## src/rtl/controle_principal.sv

```systemverilog
// controle_principal: multicycle main control FSM for the MIPS-subset datapath.
// Moore outputs are decoded from the registered state. Memory reads (FETCH and
// MEM_READ) are stretched to MEM_WAIT+1 cycles by a 3-bit wait counter.
// Optional feature macro: OVERFLOW_TRAP_EN (routes add/sub/addi overflow to OVF).
//
// state        | code | meaning
// -------------+------+-------------------------------------------------------
// S_RST        |  0   | held in reset, all outputs low
// S_FETCH      |  1   | instruction read; IR/PC load on the last wait cycle
// S_DECODE     |  2   | branch target into ALUOut, dispatch on opcode
// S_MEM_ADDR   |  3   | effective address for lw/sw
// S_MEM_READ   |  4   | data read, MEM_WAIT+1 cycles
// S_MEM_WB     |  5   | MDR -> rt
// S_MEM_WRITE  |  6   | single-cycle store
// S_R_EXEC     |  7   | R-type ALU operation
// S_R_WB       |  8   | ALUOut -> rd
// S_I_EXEC     |  9   | I-type ALU operation
// S_I_WB       | 10   | ALUOut -> rt
// S_BRANCH     | 11   | beq/bne compare and conditional PC write
// S_JUMP       | 12   | PC <- jump target
// S_TRAP       | 13   | invalid opcode exception
// S_OVF        | 14   | arithmetic overflow exception
// S_UNUSED     | 15   | unreachable, recovers to FETCH

module controle_principal #(
  parameter int MEM_WAIT = 1
) (
  input  logic       clk,
  input  logic       reset_n,
  input  logic [5:0] opcode,
  input  logic [5:0] funct,
  input  logic       overflow,
  output logic [1:0] alu_op,
  output logic       alu_src_a,
  output logic [1:0] alu_src_b,
  output logic [1:0] pc_source,
  output logic       pc_write,
  output logic       pc_write_cond,
  output logic       branch_ne,
  output logic       i_or_d,
  output logic       mem_read,
  output logic       mem_write,
  output logic       ir_write,
  output logic       reg_dst,
  output logic       mem_to_reg,
  output logic       reg_write,
  output logic       epc_write,
  output logic       exc_cause,
  output logic [3:0] state
);

  typedef enum logic [3:0] {
    S_RST       = 4'd0,
    S_FETCH     = 4'd1,
    S_DECODE    = 4'd2,
    S_MEM_ADDR  = 4'd3,
    S_MEM_READ  = 4'd4,
    S_MEM_WB    = 4'd5,
    S_MEM_WRITE = 4'd6,
    S_R_EXEC    = 4'd7,
    S_R_WB      = 4'd8,
    S_I_EXEC    = 4'd9,
    S_I_WB      = 4'd10,
    S_BRANCH    = 4'd11,
    S_JUMP      = 4'd12,
    S_TRAP      = 4'd13,
    S_OVF       = 4'd14,
    S_UNUSED    = 4'd15
  } state_t;

  localparam logic [5:0] OP_RTYPE = 6'h00;
  localparam logic [5:0] OP_J     = 6'h02;
  localparam logic [5:0] OP_BEQ   = 6'h04;
  localparam logic [5:0] OP_BNE   = 6'h05;
  localparam logic [5:0] OP_ADDI  = 6'h08;
  localparam logic [5:0] OP_ADDIU = 6'h09;
  localparam logic [5:0] OP_SLTI  = 6'h0A;
  localparam logic [5:0] OP_ANDI  = 6'h0C;
  localparam logic [5:0] OP_XORI  = 6'h0E;
  localparam logic [5:0] OP_LW    = 6'h23;
  localparam logic [5:0] OP_SW    = 6'h2B;

  localparam logic [2:0] WAIT_LAST = 3'(MEM_WAIT);

  state_t     state_q;
  state_t     state_d;
  logic [2:0] wait_cnt;
  logic       wait_done;
  logic       r_ovf;
  logic       i_ovf;

  assign wait_done = (wait_cnt == WAIT_LAST);
  assign state     = state_q;

`ifdef OVERFLOW_TRAP_EN
  // only signed add/sub/addi can fault; unsigned variants never trap
  assign r_ovf = overflow && ((funct == 6'h20) || (funct == 6'h22));
  assign i_ovf = overflow && (opcode == OP_ADDI);
`else
  logic unused_ovf_in;
  assign unused_ovf_in = overflow ^ (^funct);
  assign r_ovf = 1'b0;
  assign i_ovf = 1'b0;
`endif

  // state register
  always_ff @(posedge clk or negedge reset_n) begin
    if (!reset_n) begin
      state_q <= S_RST;
    end else begin
      state_q <= state_d;
    end
  end

  // wait counter: restarts on every state change, counts while a read is held
  always_ff @(posedge clk or negedge reset_n) begin
    if (!reset_n) begin
      wait_cnt <= 3'd0;
    end else if ((state_d == state_q) &&
                 ((state_q == S_FETCH) || (state_q == S_MEM_READ))) begin
      wait_cnt <= wait_cnt + 3'd1;
    end else begin
      wait_cnt <= 3'd0;
    end
  end

  // next-state and Moore output decode
  always_comb begin
    state_d       = state_q;
    alu_op        = 2'b00;
    alu_src_a     = 1'b0;
    alu_src_b     = 2'b00;
    pc_source     = 2'b00;
    pc_write      = 1'b0;
    pc_write_cond = 1'b0;
    branch_ne     = 1'b0;
    i_or_d        = 1'b0;
    mem_read      = 1'b0;
    mem_write     = 1'b0;
    ir_write      = 1'b0;
    reg_dst       = 1'b0;
    mem_to_reg    = 1'b0;
    reg_write     = 1'b0;
    epc_write     = 1'b0;
    exc_cause     = 1'b0;

    unique case (state_q)
      S_RST: begin
        state_d = S_FETCH;
      end

      S_FETCH: begin
        mem_read  = 1'b1;
        alu_src_b = 2'b01;
        if (wait_done) begin
          ir_write = 1'b1;
          pc_write = 1'b1;
          state_d  = S_DECODE;
        end
      end

      S_DECODE: begin
        alu_src_b = 2'b11;
        unique case (opcode)
          OP_RTYPE:                                      state_d = S_R_EXEC;
          OP_LW, OP_SW:                                  state_d = S_MEM_ADDR;
          OP_BEQ, OP_BNE:                                state_d = S_BRANCH;
          OP_J:                                          state_d = S_JUMP;
          OP_ADDI, OP_ADDIU, OP_SLTI, OP_ANDI, OP_XORI:  state_d = S_I_EXEC;
          default:                                       state_d = S_TRAP;
        endcase
      end

      S_MEM_ADDR: begin
        alu_src_a = 1'b1;
        alu_src_b = 2'b10;
        state_d   = (opcode == OP_LW) ? S_MEM_READ : S_MEM_WRITE;
      end

      S_MEM_READ: begin
        mem_read = 1'b1;
        i_or_d   = 1'b1;
        if (wait_done) begin
          state_d = S_MEM_WB;
        end
      end

      S_MEM_WB: begin
        reg_write  = 1'b1;
        mem_to_reg = 1'b1;
        state_d    = S_FETCH;
      end

      S_MEM_WRITE: begin
        mem_write = 1'b1;
        i_or_d    = 1'b1;
        state_d   = S_FETCH;
      end

      S_R_EXEC: begin
        alu_src_a = 1'b1;
        alu_op    = 2'b10;
        state_d   = r_ovf ? S_OVF : S_R_WB;
      end

      S_R_WB: begin
        reg_write = 1'b1;
        reg_dst   = 1'b1;
        state_d   = S_FETCH;
      end

      S_I_EXEC: begin
        alu_src_a = 1'b1;
        alu_src_b = 2'b10;
        alu_op    = 2'b10;
        state_d   = i_ovf ? S_OVF : S_I_WB;
      end

      S_I_WB: begin
        reg_write = 1'b1;
        state_d   = S_FETCH;
      end

      S_BRANCH: begin
        alu_src_a     = 1'b1;
        alu_op        = 2'b01;
        pc_source     = 2'b01;
        pc_write_cond = 1'b1;
        branch_ne     = (opcode == OP_BNE);
        state_d       = S_FETCH;
      end

      S_JUMP: begin
        pc_source = 2'b10;
        pc_write  = 1'b1;
        state_d   = S_FETCH;
      end

      S_TRAP: begin
        epc_write = 1'b1;
        pc_source = 2'b11;
        pc_write  = 1'b1;
        state_d   = S_FETCH;
      end

      S_OVF: begin
        epc_write = 1'b1;
        pc_source = 2'b11;
        pc_write  = 1'b1;
`ifdef OVERFLOW_TRAP_EN
        exc_cause = 1'b1;
`endif
        state_d   = S_FETCH;
      end

      default: begin
        state_d = S_FETCH;
      end
    endcase
  end

endmodule

```

## config.mk

```make
export PLATFORM = sky130hd
export DESIGN_NAME = controle_principal
export DESIGN_NICKNAME = d
export VERILOG_FILES = /design/src/rtl/controle_principal.sv
export SDC_FILE = /design/constraint.sdc
export NUM_CORES = 1
export LEC_CHECK = 0
export ABC_AREA = 0
export CORE_MARGIN = 2
export CORE_UTILIZATION = 40
export CTS_CLUSTER_SIZE = 28
export DETAILED_ROUTE_END_ITERATION = 6
export PLACE_DENSITY = 0.84
export SLEW_MARGIN = 40
export SYNTH_ARGS = -nofsm -noshare
export SYNTH_HDL_FRONTEND = slang
export SYNTH_SLANG_ARGS = --single-unit
```

## constraint.sdc

```tcl
create_clock -name clk -period 2.95 [get_ports clk]
set_input_delay 0.59 -clock clk [delete_from_list [all_inputs] [get_ports clk]]
set_output_delay 0.59 -clock clk [all_outputs]
set_load 0.02 [all_outputs]
```

# --- Word level (Yosys, flattened, before mapping) ---
# Cells that the tools add are included.
op_classes:
  eq_ne: 26
  addsub: 1
  n_reduce_logical: 14
  mux: 22
ops:
  columns: ["op", "n"]
  rows:
  - ["6-bit by 4-bit == test with 1-bit output (second input constant)", 5]
  - ["4-bit == test (second input constant)", 7]
  - ["4-bit one-hot mux with 6 select lines", 1]
  - ["4-bit one-hot mux with 5 select lines", 1]
  - ["4-bit by 3-bit == test with 1-bit output (second input constant)", 4]
  - ["2-bit OR reduction", 7]
  - ["6-bit by 3-bit == test with 1-bit output (second input constant)", 2]
  - ["6-bit == test (second input constant)", 2]
  - ["1-bit 2-to-1 mux", 12]
  - ["2-bit one-hot mux with 3 select lines", 2]
  - ["4-bit by 2-bit == test with 1-bit output (second input constant)", 2]
  - ["4-bit 2-to-1 mux", 2]
  - ["6-bit by 2-bit == test with 1-bit output (second input constant)", 1]
  - ["6-bit logical NOT", 1]
  - ["3-bit OR reduction", 2]
  - ["5-bit OR reduction", 1]
  - ["4-bit by 1-bit == test with 1-bit output (second input constant)", 1]
  - ["4-bit == test", 1]
  - ["2-bit one-hot mux with 2 select lines", 1]
  - ["4-bit OR reduction", 1]
  - ["3-bit by 1-bit adder with 3-bit output (second input constant)", 1]
  - ["3-bit by 1-bit == test with 1-bit output (second input constant)", 1]
  - ["3-bit 2-to-1 mux", 1]
  - ["2-bit 2-to-1 mux", 1]
  - ["other kinds (3)", 3]
word_totals:
  input_bits: 15
  regBits: 7
  output_inout_bits: 23

# --- Logic depth before layout (Yosys ltp) ---
logic_depth:
  ltp_word: 7
  mapped_depth: 6
  mapped_depth_nobuf: 6

# --- Least setup slack after synthesis ---
# Ideal clock, no wire load.
synth_timing:
  path_type: "register -> output"
  start: "register state_q[0] (netlist: state[0])"
  end: "output port ir_write"
  path_stages_with_launch: 4
  path_buffers: 1
  required_time_ps: 2360
  arrival_time_ps: 1476
  setup_slack_ps: 884
  path_cell_list: "dfrtp_1 > buf_2 > nand2b_1 > nor4_1"
synth_via:
  elab_chain_len: 2
synth_rtl:
  columns: ["item", "line_no", "rtl"]
  rows:
  - ["from (decl)", "85", "state_t state_q;"]
  - ["from (signal assigned)", "111", "state_q <= state_d;"]
  - ["4-bit by 1-bit == test with 1-bit output", "147", "unique case (state_q)"]
  - ["1-bit 2-to-1 mux", "147", null]
  - ["to (decl)", "43", "output logic ir_write,"]
# No other way between the ends.

# --- Worst setup path after layout ---
layout_timing:
  start: "input port opcode[1]"
  end: "output port branch_ne"
layout_via:
  elab_chain_len: 2
layout_rtl:
  columns: ["item", "line_no", "rtl"]
  rows:
  - ["from (decl)", "30", "input logic [5:0] opcode,"]
  - ["6-bit by 3-bit == test with 1-bit output", "229", "branch_ne = (opcode == OP_BNE);"]
  - ["1-bit 2-to-1 mux", "147", null]
  - ["to (decl)", "39", "output logic branch_ne,"]
# No other way between the ends.

==> results.rst <==
.. list-table::
   :header-rows: 1

   * - Metric
     - Value
   * - Post-synthesis async set-or-reset flop share
     - 1.00
   * - Largest family of logic cells by synthesized area
     - simple AND/OR/NAND/NOR gates
   * - Row Count
     - 14
   * - Aggregate global routing overflow
     - 0
   * - Share of post-route cells with drive strength above 1
     - 0.0984
   * - CTS H-tree depth
     - 1
   * - Logic depth of the worst register-to-register path
     - 5
   * - Data required, critical path
     - 2.36 ns
   * - Hold path depth
     - 1
   * - Antenna violations before repair
     - 0
   * - Antenna diode instance count
     - 0
   * - Total Wirelength
     - approximately 1.8 mm
   * - Number of distinct library cells after synthesis
     - 33
   * - IO Port Bufs
     - 29
   * - Top routing layer used
     - met3
   * - Latest clock arrival within the worst-skew pair
     - between 0.2 and 0.3 ns
   * - Synth Area in Adders
     - 0.0380
   * - Leading cell type in the layout, fill and taps excluded
     - sky130_fd_sc_hd__clkdlybuf4s50_1
   * - I/O Pins
     - 38
   * - Ranking of synthesized cells by area
     - sky130_fd_sc_hd__dfrtp_1, sky130_fd_sc_hd__nor2_1, sky130_fd_sc_hd__nand2b_1, sky130_fd_sc_hd__xnor2_1, sky130_fd_sc_hd__ha_1
   * - Post-route design area
     - approximately 0.0010 mm2
   * - Clock sink count
     - 7
   * - Status
     - finished clean
   * - Maximum number of pins on one net before global-route repair
     - 21
   * - Startpoint Class
     - input port
   * - Mux contribution to synthesized area
     - 0.0304
   * - Power density over cell area
     - 915 mW/mm2
   * - Routability Congestion
     - 0.805
   * - Slew Viols, Final
     - 0
   * - Worst hold path startpoint
     - wait_cnt[0]$_DFF_PN0_
   * - 1st-pass router iterations
     - 4
   * - Synth Instances
     - 88
   * - Synthesized-area fraction occupied by ao, oa, aoi and oai cells
     - 0.154
   * - Path type of the worst min-delay path
     - flip-flop to flip-flop
   * - Critical path start-end classification
     - input port to output pin
   * - CP max FO
     - 7
   * - Share of the cycle needed by the critical path after routing
     - 0.927
   * - Commonest non-fill, non-tap cells in the layout
     - sky130_fd_sc_hd__clkdlybuf4s50_1, sky130_fd_sc_hd__nor2_1, sky130_fd_sc_hd__buf_4, sky130_fd_sc_hd__dfrtp_1, sky130_fd_sc_hd__nand2b_1
   * - Static Leakage
     - between 0.4 and 0.5 nW
   * - Post-Synth Simple-Gate Area
     - 0.380
   * - Worst hold path endpoint
     - wait_cnt[0]$_DFF_PN0_
   * - Unrepaired setup endpoints after global routing
     - false
   * - Post-cts gate resize count
     - 0
   * - Synthesis warning total
     - 0
   * - Wire length on met3
     - 81 um
   * - Final-layout setup total negative slack
     - 0 ns
   * - Capturing point of the worst reg2reg path
     - state[3]$_DFF_PN0_
   * - Per-instance average area after synthesis
     - 7.49 um2
   * - Top FF cell, synth
     - sky130_fd_sc_hd__dfrtp_1
   * - Element type at the critical path end
     - output pin
   * - Post-detailed-route DRC marker count
     - 0
   * - Launch point of the worst reg-to-reg path
     - state[3]$_DFF_PN0_
   * - Number of hold buffers added after cts
     - 0
   * - Clock Tree Root
     - sky130_fd_sc_hd__clkbuf_4
   * - Metal1 wirelength
     - 762 um
   * - Wire length per cell
     - 12.7 um
   * - Layout Cells excl Fill
     - 138
   * - Post-synthesis register bit count
     - 7
   * - Clock tree buffer depth
     - 2
   * - Number of enable-type register cells in the synthesized netlist
     - 0
   * - Max-cap violations
     - 0
   * - Placed Instances
     - 134
   * - Highest clock rate
     - 0.366 GHz
   * - Worst ir drop on vdd
     - between 0.6 and 0.7 mV
   * - Global Route Usage Sum
     - 0.195
   * - Shortest period the worst path allows
     - 2.73 ns
   * - Post-CTS setup buffers
     - 0
   * - Antenna-violating nets left
     - 0
   * - Area of the die
     - 0.00199 mm2
   * - Register area share after synthesis
     - 0.266
   * - Layout Skew
     - 0.00810 ns
   * - Hold Vio Cnt, Final
     - 0
   * - Fraction of synthesized cell area in xor and xnor cells
     - 0.0398
   * - Yosys top cell area share
     - 0.266
   * - Area growth syn-to-layout
     - 53.9%
   * - Post-DR vias/cell
     - between 5 and 6
   * - Setup-failing EPs final
     - 0
   * - Width of the chip
     - 44.6 um
   * - Number of global-route vias before repair
     - roughly 750
   * - Core Footprint
     - 0.00152 mm2
   * - First-pass GRT wire length
     - 2.99 mm
   * - Via total after detailed routing
     - between 700 and 800
   * - Nets
     - 140
   * - DP HPWL
     - 1.37 mm
   * - Vertical die dimension
     - 44.6 um
   * - Clock-pin transition on the worst setup and hold timing paths
     - approximately 0.060 ns
   * - TritonCTS clock tree
     - yes
   * - Post-Syn Area
     - between 600 and 700 um2
   * - Area post-placement
     - a little under 0.001 mm2
   * - 1st-iter DRT viols
     - 16
   * - DR WL met2
     - 912 um
   * - Critical Path AT
     - 2.14 ns
   * - Post-Synthesis Net Count
     - between 100 and 150
   * - Num CTS Buffers
     - 3
   * - Initial cell density of the core
     - 0.433
   * - Cell type with the largest total area after synthesis
     - sky130_fd_sc_hd__dfrtp_1
   * - Flop2flop setup slack
     - 1.51 ns
-- per-stage QoR --
step,total power [mW],util,setup WS (ns),hold slack [ns]
5_1_grt,1.00,0.666,0.101,0.483
2_1_floorplan,0.573,-,0.884,0.294
6_report,0.929,0.666,0.217,0.466
3_3_place_gp,0.829,0.648,0.223,0.451
4_1_cts,0.933,0.666,0.208,0.467
3_5_place_dp,0.842,0.648,0.220,0.458
-- final cells by class --
| cell class | count | area, um2 |
|---|---|---|
| multi-input combinational | 70 | 427 |
| fill | 131 | 509 |
| sequential | 7 | 175 |
| clock buffer | 3 | 22.5 |
| timing repair buffer | 37 | 350 |
| inverter | 4 | 15.0 |
| clock inverter | 1 | 5.00 |
| tap | 16 | 20.0 |
-- cells by family after synthesis --
family / Yosys count
DFF: 7
muxes: 2
other: 1
and+or+nand+nor: 47
xor gates and xnor gates: 3
AOI/OAI and AO/OA: 15
buffers and inverters: 11
adders and majority gates: 2
-- worst max-delay path: stages --
cell and delay [ns]:
sky130_fd_sc_hd__clkdlybuf4s50_1 0.51, sky130_fd_sc_hd__nor4b_1 0.26, sky130_fd_sc_hd__and3_1 0.19, sky130_fd_sc_hd__clkdlybuf4s50_1 0.60
-- per-layer routing --
layer	up-vias	GRT usage
met3	0	0.0245
met2	29	0.354
met1	340	0.246
li1	376	-
met4	0	0.0364
met5	-	0
-- synth_stat cells (2+ instances only) --
cell / number
sky130_fd_sc_hd__buf_4: 3
sky130_fd_sc_hd__nor3_1: 5
sky130_fd_sc_hd__o22ai_1: 4
sky130_fd_sc_hd__buf_2: 4
sky130_fd_sc_hd__dfrtp_1: 7
sky130_fd_sc_hd__inv_1: 4
sky130_fd_sc_hd__xnor2_1: 3
sky130_fd_sc_hd__nor2b_1: 3
sky130_fd_sc_hd__nor2_1: 15
sky130_fd_sc_hd__nand3_1: 3
sky130_fd_sc_hd__a21oi_1: 3
sky130_fd_sc_hd__mux2i_1: 2
sky130_fd_sc_hd__nor4_1: 2
sky130_fd_sc_hd__ha_1: 2
sky130_fd_sc_hd__nand2b_1: 6
sky130_fd_sc_hd__nand2_1: 3
sky130_fd_sc_hd__and3_1: 2
sky130_fd_sc_hd__or3_1: 2
-- where the power goes --
part	internal, mW	leakage [nW]	switching (mW)
registers	0.130	0.0903	0.0185
logic	0.313	0.322	0.376
clock network	0.0499	0.0177	0.0415
-- sequential cells by signal (all words and copies together), names as in the netlist --
name,count
wait_cnt,3
state,4
-- worst max-delay path by stage --
| stage | startpoint | to | slack [ns] | cells after the start |
|---|---|---|---|---|
| floorplan | state[0]$_DFF_PN0_ | ir_write | 0.88 | 3 |
| global placement | opcode[4] | branch_ne | 0.22 | 5 |
| detailed placement | opcode[4] | branch_ne | 0.22 | 5 |
| CTS | opcode[4] | branch_ne | 0.21 | 5 |
| global route | opcode[4] | branch_ne | 0.10 | 5 |
| finish | opcode[1] | branch_ne | 0.22 | 4 |
Note: power is estimated with default switching activity, not from simulation.
